$ cat config.mk
export PLATFORM = sky130hd
export DESIGN_NAME = sccb_writer
export DESIGN_NICKNAME = d
export VERILOG_FILES = /design/src/rtl/sccb_writer.sv
export SDC_FILE = /design/constraint.sdc
export NUM_CORES = 1
export LEC_CHECK = 0
export ABC_AREA = 1
export CORE_ASPECT_RATIO = 1.1
export CORE_MARGIN = 4
export CORE_UTILIZATION = 38
export DETAILED_ROUTE_END_ITERATION = 16
export GPL_ROUTABILITY_DRIVEN = 0
export SLEW_MARGIN = 20
export SYNTH_ARGS = -nofsm -noshare
export SYNTH_HDL_FRONTEND = slang
export SYNTH_SLANG_ARGS = --single-unit
$ cat constraint.sdc
create_clock -name clk_25M -period 3.7 [get_ports clk_25M]
set_clock_uncertainty 0.1 [all_clocks]
set_input_delay 0.555 -clock clk_25M [delete_from_list [all_inputs] [get_ports clk_25M]]
set_output_delay 0.555 -clock clk_25M [all_outputs]
set_load 0.02 [all_outputs]
$ cat src/rtl/sccb_writer.sv
// SCCB three-phase write master: shifts DEV_ID, register address and data out on scl/sda.
// Define SCCB_WRITER_QUEUE_EN to add a one-deep request buffer behind the active transfer.
module sccb_writer #(
  parameter logic [7:0]  DEV_ID  = 8'h42,
  parameter int unsigned QTR_DIV = 63
) (
  input  logic       clk_25M,
  input  logic       rst_n,
  input  logic       start,
  input  logic [7:0] i_addr,
  input  logic [7:0] i_data,
  output logic       busy,
  output logic       done,
  output logic       scl,
  output logic       sda
);

  // state   | meaning
  // S_IDLE  | bus released (scl=1, sda=1), waiting for a request
  // S_START | 2 quarters: sda falls with scl high, then scl falls
  // S_BIT   | 27 bits x 4 quarters, scl pattern 0,1,1,0 per bit
  // S_STOP  | 3 quarters: scl rises with sda low, then sda rises

  localparam int TW = $clog2(QTR_DIV);
  localparam logic [TW-1:0] TICK_LAST = TW'(QTR_DIV - 1);

  typedef enum logic [1:0] {S_IDLE, S_START, S_BIT, S_STOP} state_t;

  state_t        state, state_nx;
  logic [TW-1:0] tick, tick_nx;
  logic [1:0]    qtr, qtr_nx;
  logic [4:0]    bit_cnt, bit_cnt_nx;
  logic [26:0]   shreg, shreg_nx;
  logic          scl_nx, sda_nx, busy_nx, done_nx;
  logic          wrap;
  logic          q_valid, q_valid_nx;
  logic [15:0]   q_req;

  function automatic logic [26:0] frame(input logic [15:0] req);
    return {DEV_ID, 1'b1, req[15:8], 1'b1, req[7:0], 1'b1};
  endfunction

  assign wrap = (tick == TICK_LAST);

`ifdef SCCB_WRITER_QUEUE_EN
  logic q_pop, q_push;

  // The buffer only drains in the done cycle, the one IDLE cycle where it can be full.
  assign q_pop      = (state == S_IDLE) && q_valid;
  assign q_push     = start && busy && !q_valid;
  assign q_valid_nx = q_push || (q_valid && !q_pop);

  always_ff @(posedge clk_25M or negedge rst_n) begin
    if (!rst_n) begin
      q_valid <= 1'b0;
      q_req   <= '0;
    end else begin
      q_valid <= q_valid_nx;
      if (q_push) q_req <= {i_addr, i_data};
    end
  end
`else
  assign q_valid    = 1'b0;
  assign q_valid_nx = 1'b0;
  assign q_req      = '0;
`endif

  always_ff @(posedge clk_25M or negedge rst_n) begin
    if (!rst_n) begin
      state   <= S_IDLE;
      tick    <= '0;
      qtr     <= '0;
      bit_cnt <= '0;
      shreg   <= '1;
      scl     <= 1'b1;
      sda     <= 1'b1;
      busy    <= 1'b0;
      done    <= 1'b0;
    end else begin
      state   <= state_nx;
      tick    <= tick_nx;
      qtr     <= qtr_nx;
      bit_cnt <= bit_cnt_nx;
      shreg   <= shreg_nx;
      scl     <= scl_nx;
      sda     <= sda_nx;
      busy    <= busy_nx;
      done    <= done_nx;
    end
  end

  always_comb begin
    state_nx   = state;
    tick_nx    = tick;
    qtr_nx     = qtr;
    bit_cnt_nx = bit_cnt;
    shreg_nx   = shreg;
    done_nx    = 1'b0;
    if (state != S_IDLE) tick_nx = wrap ? '0 : tick + 1'b1;
    case (state)
      S_IDLE: begin
        if (q_valid || start) begin
          state_nx   = S_START;
          tick_nx    = '0;
          qtr_nx     = '0;
          bit_cnt_nx = '0;
          shreg_nx   = q_valid ? frame(q_req) : frame({i_addr, i_data});
        end
      end
      S_START: begin
        if (wrap) begin
          if (qtr == 2'd1) begin
            state_nx   = S_BIT;
            qtr_nx     = '0;
            bit_cnt_nx = '0;
          end else begin
            qtr_nx = qtr + 2'd1;
          end
        end
      end
      S_BIT: begin
        if (wrap) begin
          qtr_nx = qtr + 2'd1;
          if (qtr == 2'd3) begin
            shreg_nx   = {shreg[25:0], 1'b1};
            bit_cnt_nx = bit_cnt + 5'd1;
            if (bit_cnt == 5'd26) state_nx = S_STOP;
          end
        end
      end
      S_STOP: begin
        if (wrap) begin
          if (qtr == 2'd2) begin
            state_nx = S_IDLE;
            qtr_nx   = '0;
            done_nx  = 1'b1;
          end else begin
            qtr_nx = qtr + 2'd1;
          end
        end
      end
      default: state_nx = S_IDLE;
    endcase
  end

  // Decoded from the next state so scl/sda leave as clean flops.
  always_comb begin
    scl_nx = 1'b1;
    sda_nx = 1'b1;
    case (state_nx)
      S_START: begin
        scl_nx = (qtr_nx == 2'd0);
        sda_nx = 1'b0;
      end
      S_BIT: begin
        scl_nx = (qtr_nx == 2'd1) || (qtr_nx == 2'd2);
        sda_nx = shreg_nx[26];
      end
      S_STOP: begin
        scl_nx = (qtr_nx != 2'd0);
        sda_nx = (qtr_nx == 2'd2);
      end
      default: begin
        scl_nx = 1'b1;
        sda_nx = 1'b1;
      end
    endcase
    busy_nx = (state_nx != S_IDLE) || q_valid_nx;
  end

endmodule
==> summary.md <==
| Metric | Value |
|---|---|
| Clock-pin transition on the worst setup and hold timing paths | 0.09 ns |
| First-pass GRT wire length | 8480 µm |
| Final Power | 0.00164 W |
| CP max FO | 5 |
| Fraction of the cycle the final worst path needs | 0.618 |
| N_diodes | 0 |
| CTS sink count | 46 |
| I/O pin cnt | 23 |
| CTS tree | built |
| Status | completed |
| Total clock buffers created by CTS | 5 |
| RSZ-0062 raised after global routing | no |
| Initial DRC Count | 95 |
| H-Tree Depth | 2 |
| Max VDD drop | 0.000355 V |
| Die Wd | ~86 µm |
| Cell taking the most area after synthesis | dfstp_2 |
| Worst EP arrival | ~2.4 ns |
| WL/cell | 12.2 µm |
| Worst-Margin Slew | just over 0.6 ns |
| Crit end category | flip-flop |
| # port buffers | 22 |
| Util after Layout | 0.458 |
| Nets | 340 |
| Flop and latch count out of synthesis | 46 |
| Max-slew headroom | 0.594 |
| Non-Filler Cell Area, Final | 0.00289 mm² |
| Worst endpoint required time | 3.85 ns |
| DR vias | between 1500 and 2000 |
| Initial antenna violation count | 0 |
| Hold WS | 0.134 ns |
| Crit path time final | 2.29 ns |
| Sequential share of the synthesized area | 0.473 |
| Fmax | 0.438 GHz |
| Via-to-Cell Ratio | 4.80 |
| Fin Setup TNS | 0 ns |
| Dpl hpwl | between 3000 and 4000 µm |
| GRT Util Overall | 0.133 |
| Min-Delay Path Class | in2async |
| Post-CTS setup buffers | 0 |
| Post-Syn Area per Cell | 8.84 µm² |
| Count of different cell masters after synthesis | 32 |
| PD cells | 566 mW/mm² |
| Synth top cells by count | 53 x nand2_1, 43 x inv_1, 29 x dfstp_2, 20 x o21ai_0 |
| DRC viols | 0 |
| Critical path type | reg2reg |
| Kind of start point of the critical path | flip-flop |
| Layout cells sized above 1 | 0.235 |
| Largest cells by area after synthesis | dfstp_2 30%, dfrtp_1 17%, nand2_1 7.9% |
| Final Max Slew Viols | 0 |
| Max Cap Viol | 0 |
| Post-Place Cell Area | 0.00280 mm² |
| CORE AREA | 0.00631 mm² |
| Cell row count | 30 |
| Largest net degree at the start of global routing | 47 |
| Die height | 93.3 µm |
| Leakage | 1.26 nW |
| Final hold vios | 0 |
| Final Setup Violations | 0 |
| Post-synth net total | roughly 320 |
| Synth Cell Area | 0.00251 mm² |
| Area Growth Syn to Fin | 15.0% |
| Syn Inst Count | 284 |
| Congestion Overflow GR | 0 |
| Post-CTS sizing | 0 |
| CTS Buffer Depth | 2 |
| Ys flop type | dfstp_2 |
| Initial Util | 0.398 |
| Hold buffer count at CTS | 0 |
| Post-synth EDFFs | 0 |
| 1st-pass router iterations | 4 |
| Clk_lat worst skew | 0.30 ns |
| CTS Root Cell | clkbuf_8 |
| Yosys top cell area share | 0.303 |
| Syn. warnings | 0 |
| Die area | 0.00797 mm² |
| Count leader, synth | nand2_1 |
| Final wirelength | 4740 µm |
| Async SR Flop Fraction | 1.00 |
| Via count of the first global-routing pass | 1814 |
| Post-DRT Antenna Nets | 0 |
[area by class of cell]
| cell class | instances | area, µm² |
|---|---|---|
| timing repair buffer | 23 | 225 |
| sequential | 46 | 1190 |
| clock buffer | 5 | 68.8 |
| clock inverter | 3 | 18.8 |
| tap | 80 | 100 |
| inverter | 51 | 194 |
| fill | 616 | 3420 |
| multi-input combinational | 182 | 1090 |
[where the power goes]
part | internal [W] | switching, W
registers | 0.000725 | 0.0000745
clock network | 0.000133 | 0.000175
logic | 0.000198 | 0.000329
[worst max-delay path, cell delays in order (launching register included)]
cell	delay, ns
dfrtp_1	0.40
inv_1	0.09
ha_1	0.22
nand3_1	0.14
nor2_4	0.17
inv_2	0.07
o21ai_1	0.12
a21boi_2	0.21
nor2_1	0.05
nor2_1	0.14
ha_1	0.19
inv_1	0.04
nand4_1	0.09
nand2_1	0.06
nand2_1	0.05
nand2_1	0.05
inv_1	0.05
[state kept, by name (all words and copies together) (netlist names)]
register and cells:
shreg 27, tick 6, bit_cnt 5, qtr 2, state 2, busy 1, done 1, scl 1
sda 1
[cells by family after synthesis]
group | Yosys count | share of synthesized area
buf+inv | 56 | 0.0912
xor+xnor | 3 | 0.0105
compound gates | 54 | 0.141
fa+ha+maj | 12 | 0.0598
flops | 46 | 0.473
simple gates | 113 | 0.225
[placed cells by master (no fill, tap or decap), drive strengths merged]
cell type / n
inv: 52
nand2: 63
o22ai: 4
ha: 12
o221ai: 14
dfrtp: 17
a21boi: 1
nand4: 2
nand3: 16
o211ai: 2
o21bai: 1
clkbuf: 5
clkdlybuf4s50: 21
o21ai: 27
buf: 2
nor3: 2
a21oi: 5
xor2: 3
nor2: 26
nand3b: 1
clkinv: 2
dfstp: 29
or2: 3
[through the flow]
stage / instances / setup WS, ns
after detailed placement: 382 / 1.38
after global routing: 390 / 1.22
after floorplan: 284 / 1.70
after global placement: 382 / 1.41
final: 390 / 1.41
after CTS: 390 / 1.42
[path summary, 6_finish.rpt]
check                                 end      start  slack (ns)  depth (start not counted)
worst min-delay path               qtr[0]      rst_n        0.13                          1
max in group asynchronous       shreg[23]      rst_n        2.96                          1
worst max register to register        scl    tick[0]        1.41                         16
min in group clk_25M            shreg[25]  shreg[25]        0.39                          2
worst min register to register  shreg[25]  shreg[25]        0.39                          2
worst max-delay path                  scl    tick[0]        1.41                         16
[layer usage]
| layer | vias to the layer above | global-route usage | wire length [µm] |
|---|---|---|---|
| met4 | 0 | 0.0396 | 56 |
| met1 | 879 | 0.188 | 2390 |
| met5 | - | 0 | 0 |
| li1 | 969 | - | - |
| met3 | 6 | 0.0291 | 127 |
| met2 | 18 | 0.202 | 2170 |
Power figures use the tool's default switching activity.
